===== config.mk =====
export PLATFORM = sky130hd
export DESIGN_NAME = riscv_v_mask_rf_arb
export DESIGN_NICKNAME = d
export VERILOG_FILES = /design/src/rtl/riscv_v_mask_rf_arb.sv
export SDC_FILE = /design/constraint.sdc
export NUM_CORES = 1
export LEC_CHECK = 0
export CORE_AREA = 8 8 260 262
export CTS_CLUSTER_SIZE = 24
export DETAILED_ROUTE_END_ITERATION = 8
export DIE_AREA = 0 0 268 270
export GPL_ROUTABILITY_DRIVEN = 0
export SLEW_MARGIN = 10
export SYNTH_ARGS = -nofsm -noshare
export SYNTH_HDL_FRONTEND = slang
export SYNTH_SLANG_ARGS = --single-unit

===== constraint.sdc =====
create_clock -name clk -period 3.85 [get_ports clk]
set_clock_uncertainty 0.15 [all_clocks]
set_input_delay 0.385 -clock clk [delete_from_list [all_inputs] [get_ports clk]]
set_output_delay 0.385 -clock clk [all_outputs]
set_load 0.01 [all_outputs]

===== src/rtl/riscv_v_mask_rf_arb.sv =====
`default_nettype none
// riscv_v_mask_rf_arb: per-port round-robin sharing of the mask RF read/write ports,
// read-response valid generation for the RF read latency and same-cycle write bypass.

module riscv_v_mask_rf_rr #(
    parameter int N  = 2,
    parameter int IW = 1
) (
    input  logic         clk,
    input  logic         rst_n,
    input  logic [N-1:0] req_i,
    output logic [N-1:0] gnt_o
);
    logic [IW-1:0] ptr_q, ptr_d;
    logic [IW-1:0] win;
    logic          found;
    int            cand;

    // First requester at or above the pointer, wrapping past N-1.
    always_comb begin
        gnt_o = '0;
        win   = '0;
        found = 1'b0;
        cand  = 0;
        for (int k = 0; k < N; k++) begin
            cand = int'(ptr_q) + k;
            if (cand >= N) cand = cand - N;
            if (!found && req_i[cand]) begin
                found       = 1'b1;
                gnt_o[cand] = 1'b1;
                win         = IW'(cand);
            end
        end
    end

    always_comb begin
        ptr_d = ptr_q;
        if (found) ptr_d = (win == IW'(N - 1)) ? '0 : win + IW'(1);
    end

    always_ff @(posedge clk or negedge rst_n) begin
        if (!rst_n) ptr_q <= '0;
        else        ptr_q <= ptr_d;
    end
endmodule

module riscv_v_mask_rf_arb #(
    parameter int NUM_RD   = 2,
    parameter int NUM_WR   = 2,
    parameter int ADDR_W   = 5,
    parameter int DATA_W   = 128,
    parameter bit RD_ASYNC = 1'b1,
    parameter bit BYPASS   = 1'b1
) (
    input  logic                       clk,
    input  logic                       rst_n,
    input  logic [NUM_RD-1:0]          rd_req_valid_i,
    input  logic [NUM_RD*ADDR_W-1:0]   rd_req_addr_i,
    output logic [NUM_RD-1:0]          rd_req_ready_o,
    output logic [NUM_RD-1:0]          rd_rsp_valid_o,
    output logic [DATA_W-1:0]          rd_rsp_data_o,
    input  logic [NUM_WR-1:0]          wr_req_valid_i,
    input  logic [NUM_WR*ADDR_W-1:0]   wr_req_addr_i,
    input  logic [NUM_WR*DATA_W-1:0]   wr_req_data_i,
    output logic [NUM_WR-1:0]          wr_req_ready_o,
    output logic [ADDR_W-1:0]          rf_rd_addr_o,
    input  logic [DATA_W-1:0]          rf_rd_data_i,
    output logic                       rf_wr_en_o,
    output logic [ADDR_W-1:0]          rf_wr_addr_o,
    output logic [DATA_W-1:0]          rf_wr_data_o
);
    localparam int RD_IW = (NUM_RD > 1) ? $clog2(NUM_RD) : 1;
    localparam int WR_IW = (NUM_WR > 1) ? $clog2(NUM_WR) : 1;

    logic [NUM_RD-1:0] rd_gnt;
    logic [NUM_WR-1:0] wr_gnt;
    logic              hit;

    riscv_v_mask_rf_rr #(.N(NUM_RD), .IW(RD_IW)) u_rd_arb (
        .clk   (clk),
        .rst_n (rst_n),
        .req_i (rd_req_valid_i),
        .gnt_o (rd_gnt)
    );

    riscv_v_mask_rf_rr #(.N(NUM_WR), .IW(WR_IW)) u_wr_arb (
        .clk   (clk),
        .rst_n (rst_n),
        .req_i (wr_req_valid_i),
        .gnt_o (wr_gnt)
    );

    assign rd_req_ready_o = rd_gnt;
    assign wr_req_ready_o = wr_gnt;
    assign rf_wr_en_o     = |wr_gnt;

    // One-hot AND-OR muxes: zero fields when nobody is granted.
    always_comb begin
        rf_rd_addr_o = '0;
        for (int i = 0; i < NUM_RD; i++)
            if (rd_gnt[i]) rf_rd_addr_o = rd_req_addr_i[i*ADDR_W +: ADDR_W];
    end

    always_comb begin
        rf_wr_addr_o = '0;
        rf_wr_data_o = '0;
        for (int i = 0; i < NUM_WR; i++) begin
            if (wr_gnt[i]) begin
                rf_wr_addr_o = wr_req_addr_i[i*ADDR_W +: ADDR_W];
                rf_wr_data_o = wr_req_data_i[i*DATA_W +: DATA_W];
            end
        end
    end

    assign hit = BYPASS && (|rd_gnt) && (|wr_gnt) && (rf_rd_addr_o == rf_wr_addr_o);

    if (RD_ASYNC) begin : g_rsp_async
        assign rd_rsp_valid_o = rd_gnt;
        assign rd_rsp_data_o  = hit ? rf_wr_data_o : rf_rd_data_i;
    end else begin : g_rsp_sync
        logic [NUM_RD-1:0] rsp_valid_q;
        logic              hit_q;
        logic [DATA_W-1:0] byp_data_q;

        // The RF returns pre-write data one cycle later, so the bypass decision travels with it.
        always_ff @(posedge clk or negedge rst_n) begin
            if (!rst_n) begin
                rsp_valid_q <= '0;
                hit_q       <= 1'b0;
                byp_data_q  <= '0;
            end else begin
                rsp_valid_q <= rd_gnt;
                hit_q       <= hit;
                byp_data_q  <= rf_wr_data_o;
            end
        end

        assign rd_rsp_valid_o = rsp_valid_q;
        assign rd_rsp_data_o  = hit_q ? byp_data_q : rf_rd_data_i;
    end
endmodule
`default_nettype wire


### After elaboration in Yosys (flattened, before gate mapping)

Index checks and enable logic that the tools add are counted.

* register bits: 2
* bits of input ports: 410
* output and inout port bits: 273

* add/sub/neg operators: 8
* $lt $le $gt $ge: 12
* equal/unequal tests: 1
* muxes and demuxes: 45
* bitwise operators: 2
* reductions and logical operators: 12

Operator list (count)
* $mux 128: 3
* $ge 32x1->1 const B: 4
* $lt 32x3->1 const B: 4
* $mux 32: 4
* $ge 32x3->1 const B: 2
* $sub 32x3->32 const B: 2
* $mux 1: 26
* $mux 5: 4
* $logic_and 1x1->1: 8
* $mux 2: 4
* $sub 1x2->3 const B: 2
* $eq 5x5->1: 1
* $add 1x1->2 const B: 2
* $demux 1 s1: 4
* $ge 1x2->1 const B: 2
* $or 2x2->2: 2
* $reduce_or 2->1: 2
* $add 1x1->1 const B: 2
* $logic_not 1->1: 2

### Logic depth before layout (Yosys ltp)

Gate-level depths: netlist (run 1).

* depth after elaboration: 14
* mapped depth: 9

### Hierarchy

A second synthesis (run 1) with hierarchy kept.

* cells, all modules: 353
* area, all modules: 3583.4 sq um

Modules (own cells, without submodules)
* riscv_v_mask_rf_arb: instances 1, cells an instance 341, area an instance 3478.3 sq um, seq. area each 0.0 sq um
* riscv_v_mask_rf_rr: instances 2, cells an instance 6, area an instance 52.6 sq um, seq. area each 25.0 sq um

### Worst setup path after synthesis (run 1)

OpenSTA, ideal clock, no wires.

* path kind: register -> output
* start: reg with a tool-made name
* end: out rd_rsp_data_o[100]
* data arrival time: 2.429 ns
* required time: 3.315 ns
* slack: 0.886 ns
* stages on the path, launching flop included: 9
* cell sequence: dfrtp_1 a21boi_2 a32oi_1 xor2_1 or4_1 or3_1 buf_6 buf_6 mux2_4

RTL lines
* end, declared: line 61 `output logic [DATA_W-1:0] rd_rsp_data_o,`

### Final worst setup path (run 1)

* start: in wr_req_addr_i[8]
* end: out rd_rsp_data_o[6]

* cells in the longest elaborated chain, start to end: 4

RTL lines
* start, declared: line 63 `input logic [NUM_WR*ADDR_W-1:0] wr_req_addr_i,`
* $mux 5: line 108 `if (wr_gnt[i]) begin`
* $eq 5x5->1: line 115 `assign hit = BYPASS && (|rd_gnt) && (|wr_gnt) && (rf_rd_addr_o == rf_wr_addr_o);`
* $logic_and 1x1->1: line 115
* $mux 128: line 119 `assign rd_rsp_data_o = hit ? rf_wr_data_o : rf_rd_data_i;`

No other way between the ends.

==> results of run 1 <==
## Yosys cell counts
master    instances  area, um2
a21oi_1           1      5.000
mux2_1            8      90.09
or3_1             1      6.260
o21ai_0           2      10.01
nor2_1            1      3.750
and2_1            2      12.51
buf_1             2      7.510
nand2b_1          2      12.51
a22o_1          132       1156
mux2_4          120       1802
a21boi_2          1      11.26
or2_2             1      6.260
buf_6            14      157.7
or4_1             1      7.510
buf_4             2      15.01
inv_1             7      26.28
xor2_1            5      43.79
clkbuf_1         27      101.4
a21boi_4          1      18.77
dfrtp_1           2      50.05
a32oi_1           6      52.55
## routing by layer
metal	routed length (um)	global-route usage	vias up
met2	21950	0.2082	518
met4	1129	0.02407	4
met1	16790	0.1248	2962
li1	-	-	2758
met5	27	0	-
met3	4890	0.03778	67
## how the worst max path moves through the flow
| stage | cells after the start | end |
|---|---|---|
| 6_report | 8 | rd_rsp_data_o[6] |
| 4_1_cts | 9 | rd_rsp_data_o[6] |
| 3_3_place_gp | 10 | rd_rsp_data_o[26] |
| 2_1_floorplan | 8 | rd_rsp_data_o[100] |
| 5_1_grt | 10 | rd_rsp_data_o[1] |
| 3_5_place_dp | 10 | rd_rsp_data_o[28] |
## metrics by stage
stage | std cells | hold WS, ns | power (W)
global placement | 1870 | 0.3490 | 0.001825
CTS | 1878 | 0.2231 | 0.001955
detailed placement | 1870 | 0.3581 | 0.001830
floorplan | 338 | -0.06059 | 0.0006715
global route | 1880 | 0.2196 | 0.002036
finish | 1880 | 0.2194 | 0.001936
## logic make-up after synthesis
kind of cell	Yosys count
xor+xnor	5
compound gates	143
buf+inv	52
simple gates	8
flops	2
mux	128
## power groups by stage
stage	clock network [W]	logic, W	registers (W)
floorplan	0	0.000644	0.0000276
global route	0.000163	0.00184	0.0000309
detailed placement	0	0.00180	0.0000283
CTS	0.000161	0.00177	0.0000288
finish	0.000158	0.00175	0.0000300
global placement	0	0.00180	0.0000280
## timing repair
item                       CTS  global route
cloned                       2             0
hold endpoints to repair     0             0
pin swaps                    4             3
setup buffers                3             1
setup endpoints to repair  128            94
resized for setup          135             7
## area by class of cell
class                           instances  area share
Multi-Input combinational cell        284      0.2836
Inverter                                7    0.002252
Antenna cell                            1   0.0002145
Timing Repair Buffer                  728      0.6113
Sequential cell                         2    0.004504
Clock buffer                            3    0.006434
Tap cell                              855     0.09168
## worst register-to-register path, delay by kind of cell (launching register included)
kind	cells	cell delay (ns)
AOI/OAI and AO/OA	1	0.09
DFF	1	0.39
and+or+nand+nor	1	0.17
## cells in the final DEF, fill, tap and decap left out
| cell | netlist | routed |
|---|---|---|
| buf_16 | 0 | 2 |
| or3_4 | 0 | 1 |
| a32oi_2 | 0 | 5 |
| a32oi_1 | 6 | 1 |
| buf_6 | 14 | 2 |
| clkdlybuf4s15_2 | 0 | 1 |
| and2_4 | 0 | 1 |
| clkbuf_16 | 0 | 3 |
| diode_2 | 0 | 1 |
| or4_4 | 0 | 1 |
| a22o_1 | 132 | 132 |
| dlygate4sd2_1 | 0 | 118 |
| clkdlybuf4s15_1 | 0 | 2 |
| xor2_1 | 5 | 5 |
| buf_4 | 2 | 38 |
| o21ai_0 | 2 | 2 |
| nor2_1 | 1 | 1 |
| mux2_4 | 120 | 120 |
| mux2_1 | 8 | 8 |
| inv_1 | 7 | 7 |
| dfrtp_2 | 0 | 2 |
| a21boi_4 | 1 | 2 |
| or2_2 | 1 | 1 |
| nand2b_4 | 0 | 2 |
| clkdlybuf4s50_1 | 0 | 560 |
| buf_12 | 0 | 5 |
| a21oi_1 | 1 | 1 |
| and2_1 | 2 | 1 |
==> flow_metrics.env, run 1 <==
export IMPL_drt_iter0_markers=213
export IMPL_fillers=7082
export IMPL_cts_hold_buf=0
export IMPL_setup_tns_ns=0
export IMPL_dr_pass1_iters=4
export IMPL_io_buffers=682
export IMPL_reg2reg_setup_slack_ns=2.92
export IMPL_ys_seq_area_frac=0.01392
export IMPL_cts_root_buf="clkbuf_16"
export IMPL_worst_slack_ns=0.09565
export IMPL_die_area_um2=72360
export IMPL_setup_viol=0
export IMPL_cp_top_family="buffers and inverters"
export IMPL_synth_area_mux_share=0.5261
export IMPL_r2r_cells=2
export IMPL_start_util=0.05650
export IMPL_grt_pass1_wl_um=58840
export IMPL_power_density_nw_per_um2=165.9
export IMPL_vias_per_cell=3.356
export IMPL_p_leak_nw=4.986
export IMPL_dpl_hpwl_um=40360
export IMPL_numCtsBuffers=3
export IMPL_core_um2=63650
export IMPL_pin_count=683
export IMPL_wl_per_cell_um=23.83
export IMPL_p_clk_frac=0.082
export IMPL_swShare=0.3693
export IMPL_ff_latch_area_um2=52.55
export IMPL_yosys_area_share_xor_xnor=0.01218
export IMPL_htreeDepth=1
export IMPL_antenna_found_initial=19
export IMPL_startpoint_type="input pin"
export IMPL_p_int_w=0.001221
export IMPL_fmax_mhz=266.4
export IMPL_synth_seq_cells=2
export IMPL_critPathBufInv=3
export IMPL_ys_types=21
export IMPL_drive_gt1_frac=0.1816
export IMPL_syn_inst=338
export IMPL_final_cell_area_um2=11670
export IMPL_syn_area_per_cell_um2=10.64
export IMPL_critPathLaunch="wr_req_addr_i[8]"
export IMPL_hp_class="input pin to async pin"
export IMPL_grt_pass1_vias=7124
export IMPL_crit_slowest_cell="or4_4"
export IMPL_drc=0
export IMPL_clk_pin_slew_ns=0.03
export IMPL_path_common_cell="clkdlybuf4s50_1"
export IMPL_drtAntennaViolNets=0
export IMPL_yosys_warnings=0
export IMPL_place_area_um2=11580
export IMPL_tightest_slew_ns=0.8135
export IMPL_min_period_ns=3.754
export IMPL_required_ns=3.31
export IMPL_row_count=93
export IMPL_wl_um=44790
export IMPL_preCtsSetupSlack_ns=-0.3356
export IMPL_area_growth_pct=224.5
export IMPL_p_sw_w=0.0007148
export IMPL_max_stage_delay_ns=0.53
export IMPL_cts_tree="built"
export IMPL_comb_power_share=0.903
export IMPL_rsz0062_at_grt="no"
export IMPL_cp_arrival_ns=3.22
export IMPL_multi_input_area_um2=3309
export IMPL_utilization=0.1833
export IMPL_cts_sinks=2
export IMPL_via_count=6309
export IMPL_end_kind="primary output"
export IMPL_netlist_area_um2=3596
export IMPL_synth_top_family_by_area="multiplexers"
export IMPL_cp_cell_sequence="clkdlybuf4s50_1 > a32oi_2 > xor2_1 > or4_4 > or3_4 > buf_12 > mux2_1 > clkdlybuf4s50_1"
export IMPL_synth_compound_area_share=0.3486
export IMPL_syn_nets=748
export IMPL_status="finished, final reports clean"
export IMPL_clk_latency_ns=0.22
export IMPL_cts_max_path_buffers=2
export IMPL_relSlewSlack=0.4577
export IMPL_synth_simple_gate_area_share=0.01357
export IMPL_die_w_um=268
export IMPL_cap_violations=0
export IMPL_grt_start_max_net_pins=70
export IMPL_hold_viol_final=0
export IMPL_grt_use_total=0.1134
export IMPL_finalMaxSlewViolations=0
export IMPL_ir_drop_mv=0.1548
export IMPL_crit_type="input pin to primary output"
export IMPL_sequentialPowerShare=0.015
export IMPL_cp_max_fo=14
export IMPL_fin_nets=1436
export IMPL_period_share=0.9752
export IMPL_die_h_um=270
export IMPL_grt_ovfl_total=0
export IMPL_synthAdderAreaFrac=0
(Power assumes the default switching activity.)
==> run 2, diff against run 1 <==
Settings changed: SETUP_SLACK_MARGIN set to 0.2.
==> run 2 against run 1 <==
Effect of this change:
- first-iteration DRC count up 5.6%
- largest power group unchanged
- largest cell class unchanged
- count of clock-buffer cells in the layout unchanged
- maximum frequency is 1.8% higher
==> flow_metrics.env, run 2 (synthesis gave the netlist of run 1 again) <==
export IMPL_relSlewSlack=0.4610
export IMPL_cp_arrival_ns=3.15
export IMPL_hp_class="input pin to async pin"
export IMPL_pin_count=683
export IMPL_ff_latch_area_um2=52.55
export IMPL_finalMaxSlewViolations=0
export IMPL_crit_type="flip-flop to primary output"
export IMPL_die_area_um2=72360
export IMPL_grt_use_total=0.1149
export IMPL_startpoint_type="flip-flop"
export IMPL_cp_num_cells=11
export IMPL_comb_power_share=0.905
export IMPL_grt_pass1_vias=7211
export IMPL_area_growth_pct=225.3
export IMPL_via_count=6395
export IMPL_grt_start_max_net_pins=70
export IMPL_cts_hold_buf=0
export IMPL_drt_iter0_markers=225
export IMPL_setup_viol=0
export IMPL_htreeDepth=1
export IMPL_cp_top_family="simple AND/OR/NAND/NOR gates"
export IMPL_numCtsBuffers=3
export IMPL_drive_gt1_frac=0.2989
export IMPL_cap_violations=0
export IMPL_cts_root_buf="clkbuf_16"
export IMPL_critPathBufInv=5
export IMPL_crit_slowest_cell="or4_4"
export IMPL_rsz0062_at_grt="yes"
export IMPL_reg2reg_setup_slack_ns=2.87
export IMPL_cts_sinks=2
export IMPL_final_cell_area_um2=11700
export IMPL_r2r_cells=3
export IMPL_final_cell_mix="clkdlybuf4s50_1, a22o_1, mux2_4"
export IMPL_vias_per_cell=3.380
export IMPL_drc=0
export IMPL_core_um2=63650
export IMPL_grt_ovfl_total=0
export IMPL_clk_pin_slew_ns=0.03
export IMPL_dpl_hpwl_um=40360
export IMPL_utilization=0.1838
export IMPL_clk_latency_ns=0.22
export IMPL_fin_nets=1449
export IMPL_fmax_mhz=271.0
export IMPL_drtAntennaViolNets=0
export IMPL_p_sw_w=0.0007346
export IMPL_grt_pass1_wl_um=59700
export IMPL_ir_drop_mv=0.1524
export IMPL_layout_commonest_cell="clkdlybuf4s50_1"
export IMPL_power_density_nw_per_um2=168.7
export IMPL_cp_cell_sequence="a21boi_4 > buf_4 > a32oi_2 > xor2_1 > or4_4 > or3_4 > buf_12 > buf_16 > buf_16 > mux2_4 > clkdlybuf4s15_2"
export IMPL_wl_per_cell_um=24.20
export IMPL_die_w_um=268
export IMPL_end_kind="primary output"
export IMPL_p_int_w=0.001239
export IMPL_swShare=0.3722
export IMPL_cts_tree="built"
export IMPL_row_count=93
export IMPL_io_buffers=682
export IMPL_tightest_slew_ns=0.8085
export IMPL_max_stage_delay_ns=0.53
export IMPL_antenna_found_initial=18
export IMPL_dr_pass1_iters=4
export IMPL_cp_max_fo=9
export IMPL_die_h_um=270
export IMPL_holdWs_ns=0.2186
export IMPL_required_ns=3.31
export IMPL_wl_um=45780
export IMPL_status="finished, final reports clean"
export IMPL_hold_viol_final=0
export IMPL_path_common_cell="buf_16"
export IMPL_min_period_ns=3.690
export IMPL_cts_max_path_buffers=2
export IMPL_fillers=7050
export IMPL_place_area_um2=11580
export IMPL_sequentialPowerShare=0.015
export IMPL_p_leak_nw=5.044
export IMPL_start_util=0.05650
export IMPL_num_antenna_cells=0
export IMPL_p_clk_frac=0.080
export IMPL_period_share=0.9583
export IMPL_multi_input_area_um2=3343
run 2: changes by cell type in the layout (fill, tap and decap cells not counted), sizes merged:
cell,previous run,this run
dlygate4sd2,118,21
buf,47,135
clkdlybuf4s15,3,26
clkdlybuf4s50,560,545
clkbuf,3,16
diode,1,0
dlymetal6s2s,0,1
run 2: worst paths after layout:
kind                                     endpoint              start
worst max-delay path            rd_rsp_data_o[98]          flip-flop
worst min-delay path                    async pin              rst_n
worst max register to register          flip-flop          flip-flop
worst min register to register          flip-flop          flip-flop
max in group asynchronous               async pin              rst_n
min in group clk                        flip-flop  rd_req_valid_i[0]
run 2: power groups by stage:
| stage | sequential [W] | combinational [W] | clock [W] |
|---|---|---|---|
| 4_1_cts | 0.0000291 | 0.00180 | 0.000161 |
| 3_5_place_dp | 0.0000283 | 0.00180 | 0 |
| 3_3_place_gp | 0.0000280 | 0.00180 | 0 |
| 2_1_floorplan | 0.0000276 | 0.000644 | 0 |
| 5_1_grt | 0.0000303 | 0.00188 | 0.000163 |
| 6_report | 0.0000296 | 0.00179 | 0.000158 |
run 2: layer usage:
metal  track usage  vias up  part of all wire
met5             0        -           0.00059
met4       0.02150        4             0.022
met3       0.03614       63              0.10
met2        0.2136      523              0.50
met1        0.1267     3018              0.38
li1              -     2787                 -
run 2: layout make-up:
class / count / share of cell area
Tap cell: 855 / 0.09144
Timing Repair Buffer: 741 / 0.6096
Clock buffer: 3 / 0.006417
Multi-Input combinational cell: 284 / 0.2858
Sequential cell: 2 / 0.004492
Inverter: 7 / 0.002246
run 2: metrics by stage:
stage | total power, W | setup slack, ns | TNS [ns] | cells
2_1_floorplan | 0.0006715 | 0.8863 | 0 | 338
3_3_place_gp | 0.001825 | -0.3600 | -38.36 | 1870
3_5_place_dp | 0.001830 | -0.3356 | -36.51 | 1870
4_1_cts | 0.001987 | 0.05967 | 0 | 1885
5_1_grt | 0.002072 | 0.1198 | 0 | 1892
6_report | 0.001974 | 0.1604 | 0 | 1892
run 2: timing repair:
item / 4_1_cts / 5_1_grt
gates cloned: 3 / 2
setup endpoints to repair: 128 / 109
pin swaps: 6 / 7
gates resized for setup: 417 / 63
setup buffers: 9 / 5
